<file path="config.mk">
export PLATFORM = sky130hd
export DESIGN_NAME = branch_unit
export DESIGN_NICKNAME = d
export VERILOG_FILES = /design/src/rtl/branch_unit.sv
export SDC_FILE = /design/constraint.sdc
export NUM_CORES = 1
export LEC_CHECK = 0
export CAP_MARGIN = 30
export CORE_ASPECT_RATIO = 0.5
export CORE_UTILIZATION = 52
export DETAILED_ROUTE_END_ITERATION = 12
export PLACE_DENSITY = 0.83
export SYNTH_ARGS = -nofsm -noshare
export SYNTH_HDL_FRONTEND = slang
export SYNTH_SLANG_ARGS = --single-unit
export TNS_END_PERCENT = 30
</file>
<file path="constraint.sdc">
create_clock -name clk -period 2.4 [get_ports clk]
set_input_delay 0.24 -clock clk [delete_from_list [all_inputs] [get_ports clk]]
set_output_delay 0.24 -clock clk [all_outputs]
set_load 0.005 [all_outputs]
</file>
<file path="src/rtl/branch_unit.sv">
// branch_unit: resolves B/BL/BX, holds NZCV flags, drives relative PC jumps, link writes and wrong-path squash
module branch_unit #(
  parameter int PC_LEAD = 2,
  parameter int SQUASH_CYCLES = 2
) (
  input  logic        clk,
  input  logic        reset,
  input  logic        instr_valid,
  input  logic [31:0] instr,
  input  logic [31:0] instr_addr,
  input  logic [31:0] rm_value,
  input  logic        flag_we,
  input  logic [3:0]  flags_in,
  output logic        jump_en,
  output logic [31:0] jump_addr,
  output logic        lr_we,
  output logic [31:0] lr_data,
  output logic        squash,
  output logic [3:0]  flags
);
  localparam int CW = $clog2(SQUASH_CYCLES + 1);
  typedef enum logic {RUN, SQUASH} state_t;
  state_t state, state_nx;
  logic [CW-1:0] cnt, cnt_nx;
  logic [3:0] f;
  logic cond_ok, is_b, is_bx, taken;
  logic [31:0] target;
  assign is_b = instr[27:25] == 3'b101;
  assign is_bx = instr[27:4] == 24'h12FFF1;
  // condition code check, with same-cycle flag writes bypassed in
  always_comb begin
    f = flag_we ? flags_in : flags;
    cond_ok = 1'b0;
    case (instr[31:28])
      4'h0: cond_ok = f[2];
      4'h1: cond_ok = !f[2];
      4'h2: cond_ok = f[1];
      4'h3: cond_ok = !f[1];
      4'h4: cond_ok = f[3];
      4'h5: cond_ok = !f[3];
      4'h6: cond_ok = f[0];
      4'h7: cond_ok = !f[0];
      4'h8: cond_ok = f[1] && !f[2];
      4'h9: cond_ok = !f[1] || f[2];
      4'hA: cond_ok = f[3] == f[0];
      4'hB: cond_ok = f[3] != f[0];
      4'hC: cond_ok = !f[2] && (f[3] == f[0]);
      4'hD: cond_ok = f[2] || (f[3] != f[0]);
      4'hE: cond_ok = 1'b1;
      default: cond_ok = 1'b0;
    endcase
  end
  assign taken = instr_valid && state == RUN && (is_b || is_bx) && cond_ok;
  assign target = is_bx ? rm_value : instr_addr + 32'd2 + {{8{instr[23]}}, instr[23:0]};
  // squash window sequencing: a taken branch opens the window, cnt counts it down
  always_comb begin
    state_nx = state;
    cnt_nx = cnt;
    if (state == RUN) begin
      state_nx = taken ? SQUASH : RUN;
      cnt_nx = taken ? CW'(SQUASH_CYCLES) : cnt;
    end else begin
      state_nx = cnt == CW'(1) ? RUN : SQUASH;
      cnt_nx = cnt == CW'(1) ? '0 : cnt - CW'(1);
    end
  end
  // state register
  always_ff @(posedge clk or posedge reset) begin
    if (reset) begin
      state <= RUN;
      cnt <= '0;
    end else begin
      state <= state_nx;
      cnt <= cnt_nx;
    end
  end
  // registered outputs; offsets and link data hold between pulses
  always_ff @(posedge clk or posedge reset) begin
    if (reset) begin
      jump_en <= 1'b0;
      jump_addr <= '0;
      lr_we <= 1'b0;
      lr_data <= '0;
      squash <= 1'b0;
      flags <= '0;
    end else begin
      jump_en <= taken;
      lr_we <= taken && is_b && instr[24];
      squash <= state_nx == SQUASH;
      if (taken) jump_addr <= target - (instr_addr + 32'(PC_LEAD));
      if (taken && is_b && instr[24]) lr_data <= instr_addr + 32'd1;
      if (flag_we) flags <= flags_in;
    end
  end
endmodule

</file>
==> results of run 1 <==
cells by family after synthesis:
family          count (synthesis)  share of synthesized area [%]
xor+xnor                      118                          13.75
compound gates                251                          20.30
simple gates                  307                          18.93
mux                            31                          4.645
buf+inv                        76                          4.212
flops                          73                          24.31
fa+ha+maj                      82                          13.85
Yosys cell counts, types with 3 or more instances:
library cell,n
nor4_1,3
a311oi_1,3
nand3_1,26
or3_1,3
o31ai_1,5
o21a_1,10
dfrtp_1,73
buf_4,6
nand4_1,18
inv_1,45
o21bai_1,5
a21boi_0,3
a211o_1,3
nand2b_1,11
o21ai_0,45
a21oi_1,113
mux2i_1,3
a31oi_1,9
clkbuf_1,16
nand2_1,80
buf_2,7
xnor2_1,62
and4_1,4
mux2_2,27
o211ai_1,9
a21o_1,23
nor4b_1,3
xor2_1,56
nor2_1,113
nor3_1,16
nor2b_1,10
ha_1,80
and3_1,10
stage by stage:
step                      std cells  setup TNS (ns)  hold slack (ns)
after floorplan                 938          -35.93           0.4068
after global placement         1580          -86.86           0.4650
after detailed placement       1580          -97.81           0.5007
after CTS                      1632          -45.95           0.2861
repair_timing:
action                     4_1_cts
cloned                           0
setup endpoints to repair       68
hold buffers                     0
setup buffers                   37
pin swaps                      105
resized for setup              227
==> results.ini, run 1 <==
[die]
die_w_um = 172.0
initial_utilization_pct = 54.40
ios = 175
die_h_um = 87.01
num_rows = 30

[grt]
grt_max_degree = 39

[synthesis]
synthesis.instances = 938
synth_edf_count = 0
synth_area_sq_um = 7515
synth.top_cell.area_share_pct = 24.31
yosysTopAreaCell = dfrtp_1
yosysUniqueCellTypes = 63
synth_seq_cells = 73
yosysSeqAreaShare_pct = 24.31
post_synth.cell_area_avg_sq_um = 8.011
yosys-top-cells-area = dfrtp_1 (24%), ha_1 (13%), a21oi_1 (7.5%), xnor2_1 (7.2%), xor2_1 (6.5%)
synth_fp_nets = 1124
synthFlopType = dfrtp_1
synth-async-reset-ratio_pct = 100.0
synth-warning-count = 0

[clock_network]
cts_sinks = 73
cts_made_buffers = 9
clk_path_buf_depth = 2
clockRootBuffer = clkbuf_16
cts_max_level = 3

[status]
firstError = [ERROR DPL-0038] Utilization greater than 100%, impossible to legalize
haltStage = global routing (5_1_grt)
outcome = stopped before the end

[place]
dpl_cell_area_sq_um = 11790
portBuffers = 174
dp_hpwl_um = 25460
gp_congestion = 1.008
pre_cts_ws_ns = -3.203

==> inputs of run 2 (changes only) <==
CORE_ASPECT_RATIO = unset   (was 0.5)
CORE_UTILIZATION = 40   (was 52)
PLACE_DENSITY = unset   (was 0.83)
PLACE_DENSITY_LB_ADDON = 0.15   (was unset)
==> run 2 against run 1 <==
Net effect:
- the flow now finishes, with violations (design-rule violations, negative setup slack)
- area after synthesis unchanged
- synthesized cell count unchanged
==> results.ini, run 2 <==
[synthesis]
synth-warning-count = 0
synth_fp_nets = 1124
yosysSeqAreaShare_pct = 24.31
synth_seq_cells = 73
ys_top_cells_by_count = a21oi_1 (113), nor2_1 (113), ha_1 (80), nand2_1 (80), dfrtp_1 (73)
synth.top_cell.area_share_pct = 24.31
synthFlopType = dfrtp_1
synthesis.instances = 938
post_synth.cell_area_avg_sq_um = 8.011
yosys-top-cells-area = dfrtp_1 (24%), ha_1 (13%), a21oi_1 (7.5%), xnor2_1 (7.2%), xor2_1 (6.5%)
synth_area_sq_um = 7515
synth-async-reset-ratio_pct = 100.0
yosysTopAreaCell = dfrtp_1
yosysUniqueCellTypes = 63
synth_edf_count = 0

[clock_network]
cts_sinks = 73
hold_buffers = 0
clk_pin_slew_worst_paths_ns = 0.06
clockRootBuffer = clkbuf_16
clk_path_buf_depth = 2
tritoncts = built
cts_max_level = 3
cts_made_buffers = 9
insertion_delay_ns = 0.35

[layout]
utilization_pct = 74.95
reg_top3 = jump_addr x32, lr_data x32, flags x4
fin_nets = 1643
layout.cells.non_filler = 1695
final_cell_mix = buf_4 (336), clkdlybuf4s50_1 (141), nor2_1 (103), a21oi_1 (75), dfrtp_1 (73)
syn_to_final_growth_pct = 81.60
layout_commonest_cell = buf_4
postLayoutCellArea_sq_um = 13650
drive_gt1_share_pct = 40.29

[sta]
tightest_slew_ns = 0.4629
period_share_pct = 186.8
setup_tns_ns = -42.46
fmax_mhz = 223.1
finalHoldViolations = 0
setup_violations = 30
min_period_ns = 4.483
rsz0062_at_grt = true
holdWs_ns = 0.3005
max-slew-margin-rel_pct = 69.00
fin_ws_ns = -2.083
drv_slew = 0
fin_skew_ns = 0.007266

[detailed_routing]
drtAntennaViolNets = 0
drt_iter0_drc = 437
avgRoutedWirePerCell_um = 16.34
num_vias = 8761
totalWireLength_um = 27690
via_per_inst = 5.169
drtPass1Iterations = 10
drc = 20

[worst_setup_path]
cp-end-kind = register
cp_slowest_cell = nor4_4
required_ns = 2.66
max_stage_delay_ns = 0.36
arrival_ns = 4.74
start_kind = input port
cp_max_fo = 4
path_class = input port to register

[die]
num_rows = 49
die-area_sq_um = 19340
initial_utilization_pct = 41.27
coreArea_sq_um = 18210
ios = 175
die_h_um = 139.1
die_w_um = 139.1

[grt]
antenna_found_initial = 4
track_usage_pct = 27.00
grt_pass1_vias = 8653
grt-ovfl-total = 0
grt_first_pass_wirelength_um = 42250
grt_max_degree = 74

[place]
dp_cells = 1616
dpl_cell_area_sq_um = 11820
gp_congestion = 0.9058
dp_hpwl_um = 19760
portBuffers = 174

[power_and_ir_drop]
power_density_nw_per_um2 = 654.8
p_leak_nw = 6.315
max-vdd-ir-drop_v = 0.0003920

[job]
drv_cap = 0

[status]
violations = design-rule violations, negative setup slack
outcome = finished with violations

[min_path]
hold_class = input port to asynchronous set/reset pin

## run 2: per-stage QoR
| stage | setup WS, ns | total power [mW] |
|---|---|---|
| 3_3_place_gp | -2.768 | 6.593 |
| 3_5_place_dp | -2.915 | 6.668 |
| 4_1_cts | -1.911 | 8.483 |
| 6_report | -2.083 | 8.936 |
| 5_1_grt | -2.342 | 9.505 |
| 2_1_floorplan | -1.898 | 4.147 |
## run 2: cell type report
cell class,instances,area (sq um)
antenna,4,10.01
clock buffer,13,250.2
clock inverter,3,40.04
fill,1311,4562
inverter,47,186.4
multi-input combinational,789,6466
sequential,73,1827
tap,229,286.5
timing repair buffer,537,4581
## run 2: critical path: cells and delay by family
| kind | cells | cell delay, ns |
|---|---|---|
| AOI/OAI and AO/OA | 10 | 1.94 |
| and+or+nand+nor | 7 | 1.20 |
| adders and majority gates | 3 | 0.74 |
| buffers and inverters | 3 | 0.40 |
| xor gates and xnor gates | 2 | 0.22 |
## run 2: routing by layer
metal | vias up | part of all wire (%) | GRT usage (%)
li1 | 4356 | - | -
met1 | 4130 | 45 | 36.17
met2 | 231 | 48 | 45.48
met3 | 44 | 4.3 | 3.315
met4 | 0 | 2.5 | 7.836
met5 | - | 0 | 0
## run 2: report_power, final
part / internal (mW) / switching, mW
Clock: 0.830 / 0.512
Sequential: 1.73 / 0.283
Combinational: 3.23 / 2.35
## run 2: repair_timing
action / 4_1_cts / 5_1_grt
gates resized for setup: 195 / 121
buffers inserted: 49 / 18
endpoints found under the setup margin: 65 / 66
endpoints found under the hold margin: 0 / 0
pin swaps: 114 / 88
## run 2: path summary, 6_finish.rpt
kind                                from             to  slack [ns]  depth (start not counted)
min                                reset   jump_addr[6]        0.30                          3
max                        instr_addr[2]  jump_addr[30]       -2.08                         25
min in group clk           instr_addr[6]     lr_data[6]        0.35                          4
min reg2reg                 jump_addr[3]   jump_addr[3]        0.50                          2
max in group asynchronous          reset    lr_data[20]        1.77                          3
max reg2reg                     flags[3]         cnt[0]       -0.02                         11
## run 2: kinds of logic (layout without fill, tap and decap cells)
| group | after synthesis | after routing | synth area share, % |
|---|---|---|---|
| and+or+nand+nor | 307 | 307 | 18.93 |
| adders and majority gates | 82 | 82 | 13.85 |
| buffers and inverters | 76 | 600 | 4.212 |
| DFF | 73 | 73 | 24.31 |
| AOI/OAI and AO/OA | 251 | 251 | 20.30 |
| muxes | 31 | 31 | 4.645 |
| xor gates and xnor gates | 118 | 118 | 13.75 |
| other | 0 | 4 | 0 |
No activity file was read; power rests on OpenSTA's default activity.
==> inputs of run 3 (changes only) <==
CORE_UTILIZATION = 35   (was 40)
==> run 3 against run 2 <==
Net effect:
- the flow finishes with violations (negative setup slack)
- largest power group unchanged
- critical path depth up 2
- hold slack worse by 0.0027 ns
- critical path type unchanged
- non-clock buffer count up 33
- register-to-register slack worse by 0.05 ns
- critical endpoint is now jump_addr[21]
- via count up 0.41%
- worst setup slack worse by 0.034 ns
- total power up 2.8%
- highest routed layer is now met5
- final cell count up 4.6%
- fmax down 0.76%
==> results.ini, run 3 (synthesis results as in run 2) <==
[detailed_routing]
drtAntennaViolNets = 0
totalWireLength_um = 28000
drtPass1Iterations = 5
num_vias = 8797
via_per_inst = 4.962
drc = 0
avgRoutedWirePerCell_um = 15.79
drt_iter0_drc = 381

[grt]
track_usage_pct = 23.58
antenna_found_initial = 5
grt_max_degree = 74
grt_first_pass_wirelength_um = 41500
grt-ovfl-total = 0
grt_pass1_vias = 8441

[power_and_ir_drop]
power_density_nw_per_um2 = 651.3
max-vdd-ir-drop_v = 0.0003403
p_seq_share_pct = 21.9
p_leak_nw = 6.495
power_frac_clock_pct = 14.7
p_int_mw = 5.941
swShare_pct = 35.36
p_switching_mw = 3.250
p_total_mw = 9.191
p_comb_share_pct = 63.3

[worst_setup_path]
cp-end-kind = register
r2r-start = flags[3]
cp_max_fo = 5
path_class = input port to register
start_kind = input port
r2r-end = cnt[0]
arrival_ns = 4.74
rr_worst_depth = 11
crit_buf_inv = 9
max_stage_delay_ns = 0.37
crit_family = compound AO/OA/AOI/OAI gates
reg2reg_slack_ns = -0.07
cp_slowest_cell = ha_1
required_ns = 2.63

[die]
die-area_sq_um = 22060
num_rows = 53
initial_utilization_pct = 35.75
ios = 175
coreArea_sq_um = 21020
die_h_um = 148.5
die_w_um = 148.5

[clock_network]
clockRootBuffer = clkbuf_16
clk_path_buf_depth = 2
cts_made_buffers = 9
cts_max_level = 3
tritoncts = built
cts_sinks = 73
clk_pin_slew_worst_paths_ns = 0.06
insertion_delay_ns = 0.35

[place]
dpl_cell_area_sq_um = 11830
portBuffers = 174
gp_congestion = 0.8996
dp_hpwl_um = 20060
pre_cts_ws_ns = -2.892

[layout]
layout_commonest_cell = buf_4
nFillCells = 1681
final_cell_mix = buf_4 (364), clkdlybuf4s50_1 (139), nor2_1 (100), a21oi_1 (74), dfrtp_1 (73)
drive_gt1_share_pct = 42.68
postLayoutCellArea_sq_um = 14110
syn_to_final_growth_pct = 87.78
reg_top3 = jump_addr x32, lr_data x32, flags x4
fin_nets = 1676
utilization_pct = 67.13

[sta]
fin_skew_ns = 0.006105
tightest_slew_ns = 0.3933
rsz0062_at_grt = true
fmax_mhz = 221.4
setup_violations = 30
max-slew-margin-rel_pct = 73.59
finalHoldViolations = 0
min_period_ns = 4.517
drv_slew = 0
period_share_pct = 188.2
fin_ws_ns = -2.117

[min_path]
hold_class = input port to asynchronous set/reset pin

[job]
drv_cap = 0

[status]
outcome = finished with violations
violations = negative setup slack

[run 3: worst max path at each step]
stage | start | end | slack, ns | depth (start not counted)
after floorplan | instr_addr[9] | jump_addr[30] | -1.90 | 21
after detailed placement | instr_addr[1] | jump_addr[29] | -2.89 | 25
after CTS | instr_addr[2] | jump_addr[29] | -1.99 | 26
final | instr_addr[2] | jump_addr[21] | -2.12 | 27
after global placement | instr_addr[2] | jump_addr[29] | -2.81 | 24
after global routing | instr_addr[2] | jump_addr[25] | -2.28 | 27
[run 3: power by group through the flow]
| stage | sequential, mW | clock (mW) | combinational, mW |
|---|---|---|---|
| 2_1_floorplan | 2.04 | 0 | 2.11 |
| 3_3_place_gp | 2.02 | 0 | 4.57 |
| 3_5_place_dp | 2.02 | 0 | 4.62 |
| 4_1_cts | 2.02 | 1.39 | 5.18 |
| 5_1_grt | 2.08 | 1.44 | 6.26 |
| 6_report | 2.02 | 1.35 | 5.82 |
[run 3: layout make-up]
| type | instances | area (sq um) | area share, % |
|---|---|---|---|
| Multi-Input combinational cell | 789 | 6619 | 46.91 |
| Timing Repair Buffer | 570 | 4837 | 34.28 |
| Sequential cell | 73 | 1827 | 12.95 |
| Tap cell | 275 | 344.1 | 2.438 |
| Clock buffer | 13 | 250.2 | 1.773 |
| Inverter | 47 | 186.4 | 1.321 |
| Clock inverter | 3 | 40.04 | 0.2837 |
| Antenna cell | 3 | 7.507 | 0.05320 |
[run 3: routing by layer]
layer  GRT usage, %  routed length [um]  up-vias
li1               -                   -     4418
met1          32.08               12800     4120
met2          39.02               13470      211
met3          3.466                1172       44
met4          5.773                 524        4
met5              0                  25        -
[run 3: repair_timing]
action	in CTS	in global routing
gates cloned	1	0
endpoints found under the setup margin	67	67
pin swaps	114	75
buffers inserted	66	37
gates resized for setup	213	140
hold buffers	0	0
[run 3: tightest hold or removal path, cell delays in order]
cell and delay, ns:
clkdlybuf4s50_1 0.41, inv_2 0.07, buf_12 0.33
[run 3: metrics by stage]
step | setup TNS, ns | cells | hold slack [ns]
floorplan | -35.93 | 938 | 0.4068
global placement | -82.98 | 1656 | 0.4717
detailed placement | -85.21 | 1656 | 0.4719
CTS | -40.77 | 1736 | 0.3230
global route | -48.94 | 1772 | 0.3122
finish | -43.51 | 1773 | 0.2978
==> inputs of run 4 (changes only) <==
CTS_CLUSTER_SIZE = 25   (was unset)
TNS_END_PERCENT = unset   (was 30)
==> run 4 against run 3 <==
Net effect:
- the run still ends with negative setup slack left
- wire length increased by 5.4%
- total power increased by 4.7%
- die area unchanged
- clock power increased by 5%
- fmax increased by 1.4%
- via count increased by 2.9%
- critical path type unchanged
==> results.ini, run 4 (synthesis results as in run 2) <==
[status]
outcome = finished with violations
violations = negative setup slack

[grt]
grt_max_degree = 74
grt_pass1_vias = 8921
grt_first_pass_wirelength_um = 42960
track_usage_pct = 24.78
grt-ovfl-total = 0
antenna_found_initial = 3

[clock_network]
insertion_delay_ns = 0.36
cts_made_buffers = 9
cts_max_level = 3
tritoncts = built
clockRootBuffer = clkbuf_16
cts_sinks = 73
clk_path_buf_depth = 2
hold_buffers = 0
clk_pin_slew_worst_paths_ns = 0.06

[worst_setup_path]
startpoint = instr_addr[1]
r2r-end = jump_addr[23]
r2r-start = flags[0]
start_kind = input port
required_ns = 2.66
cp_max_fo = 3
cp-end-kind = register
arrival_ns = 4.71
rr_worst_depth = 9
reg2reg_slack_ns = -0.10
crit_path_end = jump_addr[30]
path_class = input port to register

[layout]
final_cell_mix = buf_4 (309), clkdlybuf4s50_1 (129), nor2_1 (104), dfrtp_1 (73), a21oi_1 (70)
syn_to_final_growth_pct = 94.62
reg_top3 = jump_addr x32, lr_data x32, flags x4
layout.cells.non_filler = 1753
drive_gt1_share_pct = 45.19
layout_commonest_cell = buf_4
fin_nets = 1657
nFillCells = 1620

[sta]
max-slew-margin-rel_pct = 70.75
setup_violations = 28
holdWs_ns = 0.2794
rsz0062_at_grt = true
tightest_slew_ns = 0.4368
fin_skew_ns = 0.01024
finalHoldViolations = 0
drv_slew = 0
period_share_pct = 185.5
min_period_ns = 4.452
fmax_mhz = 224.6
fin_ws_ns = -2.052

[power_and_ir_drop]
max-vdd-ir-drop_v = 0.0005411
p_total_mw = 9.625
power_density_nw_per_um2 = 658.1
p_leak_nw = 6.662

[detailed_routing]
totalWireLength_um = 29490
drt_iter0_drc = 348
drtPass1Iterations = 5
num_vias = 9055
drc = 0
via_per_inst = 5.165
avgRoutedWirePerCell_um = 16.82
drtAntennaViolNets = 0

[place]
pre_cts_ws_ns = -2.852
portBuffers = 174
gp_congestion = 0.9116
dp_hpwl_um = 20520
dp_cells = 1655

[die]
die_h_um = 148.5
initial_utilization_pct = 35.75
num_rows = 53
coreArea_sq_um = 21020
die-area_sq_um = 22060
die_w_um = 148.5
ios = 175

[min_path]
hold_class = input port to asynchronous set/reset pin

[job]
drv_cap = 0

run 4: cell types whose count changed in the layout (fill, tap and decap cells not counted), sizes merged, moves of 4 or more:
cell | previous run | this run
buf | 403 | 389
clkbuf | 13 | 23
clkdlybuf4s15 | 4 | 0
clkdlybuf4s50 | 139 | 129
dlygate4sd2 | 22 | 9
dlymetal6s2s | 2 | 10
run 4: power by group:
part | switching, mW | internal [mW]
registers | 0.279 | 1.73
clock network | 0.586 | 0.835
logic | 2.57 | 3.63
total | 3.43 | 6.19
run 4: timing repair:
action	in CTS	in global routing
gates resized for setup	230	242
cloned	2	2
buffers inserted	46	41
pin swaps	98	148
endpoints found under the setup margin	66	63
run 4: how the worst min path moves through the flow:
stage	from	to	slack, ns	cells past startpoint
floorplan	flags_in[1]	flags[1]	0.41	1
global placement	lr_data[0]	lr_data[0]	0.46	2
detailed placement	lr_data[0]	lr_data[0]	0.47	2
CTS	reset	lr_data[5]	0.31	3
global route	instr_addr[6]	lr_data[6]	0.29	4
finish	reset	lr_data[7]	0.28	3
run 4: worst max-delay path, stage by stage:
cell      delay [ns]
buf_8           0.10
ha_4            0.16
buf_4           0.13
buf_6           0.12
xor2_4          0.15
ha_4            0.29
buf_6           0.10
o211ai_1        0.11
o211ai_1        0.34
nand2_2         0.12
buf_6           0.14
o21bai_4        0.12
and3_4          0.21
nor2b_4         0.04
xor2_1          0.15
a21oi_1         0.15
ha_1            0.29
a21o_1          0.20
a21o_1          0.17
a21oi_1         0.13
o21a_1          0.23
a21o_1          0.24
a31oi_2         0.13
o31a_1          0.27
o21a_1          0.17
o31ai_1         0.20
run 4: layout make-up:
cell class | count | area (sq um) | area share (%)
inverters | 47 | 187.7 | 1.283
flip-flops and latches | 73 | 1827 | 12.49
clock buffers | 10 | 239.0 | 1.634
repair buffers | 551 | 4898 | 33.49
well taps | 275 | 344.1 | 2.353
diodes | 2 | 5.005 | 0.03422
multi-input cells | 789 | 7057 | 48.25
clock inverters | 6 | 67.56 | 0.4620
run 4: through the flow:
| stage | util, % | cell area [sq um] | TNS (ns) |
|---|---|---|---|
| floorplan | - | 7769 | -33.46 |
| global placement | 56.80 | 11940 | -79.97 |
| detailed placement | 56.80 | 11940 | -82.37 |
| CTS | 63.32 | 13310 | -41.06 |
| global route | 69.56 | 14620 | -46.92 |
| finish | 69.57 | 14630 | -42.43 |
run 4: routing by layer:
metal / GRT usage (%) / vias to the layer above / part of all wire [%]
met5: 0 / - / 0.044
met4: 9.021 / 2 / 3.4
met3: 4.080 / 70 / 3.9
met2: 45.16 / 234 / 52
met1: 28.93 / 4359 / 41
li1: - / 4390 / -
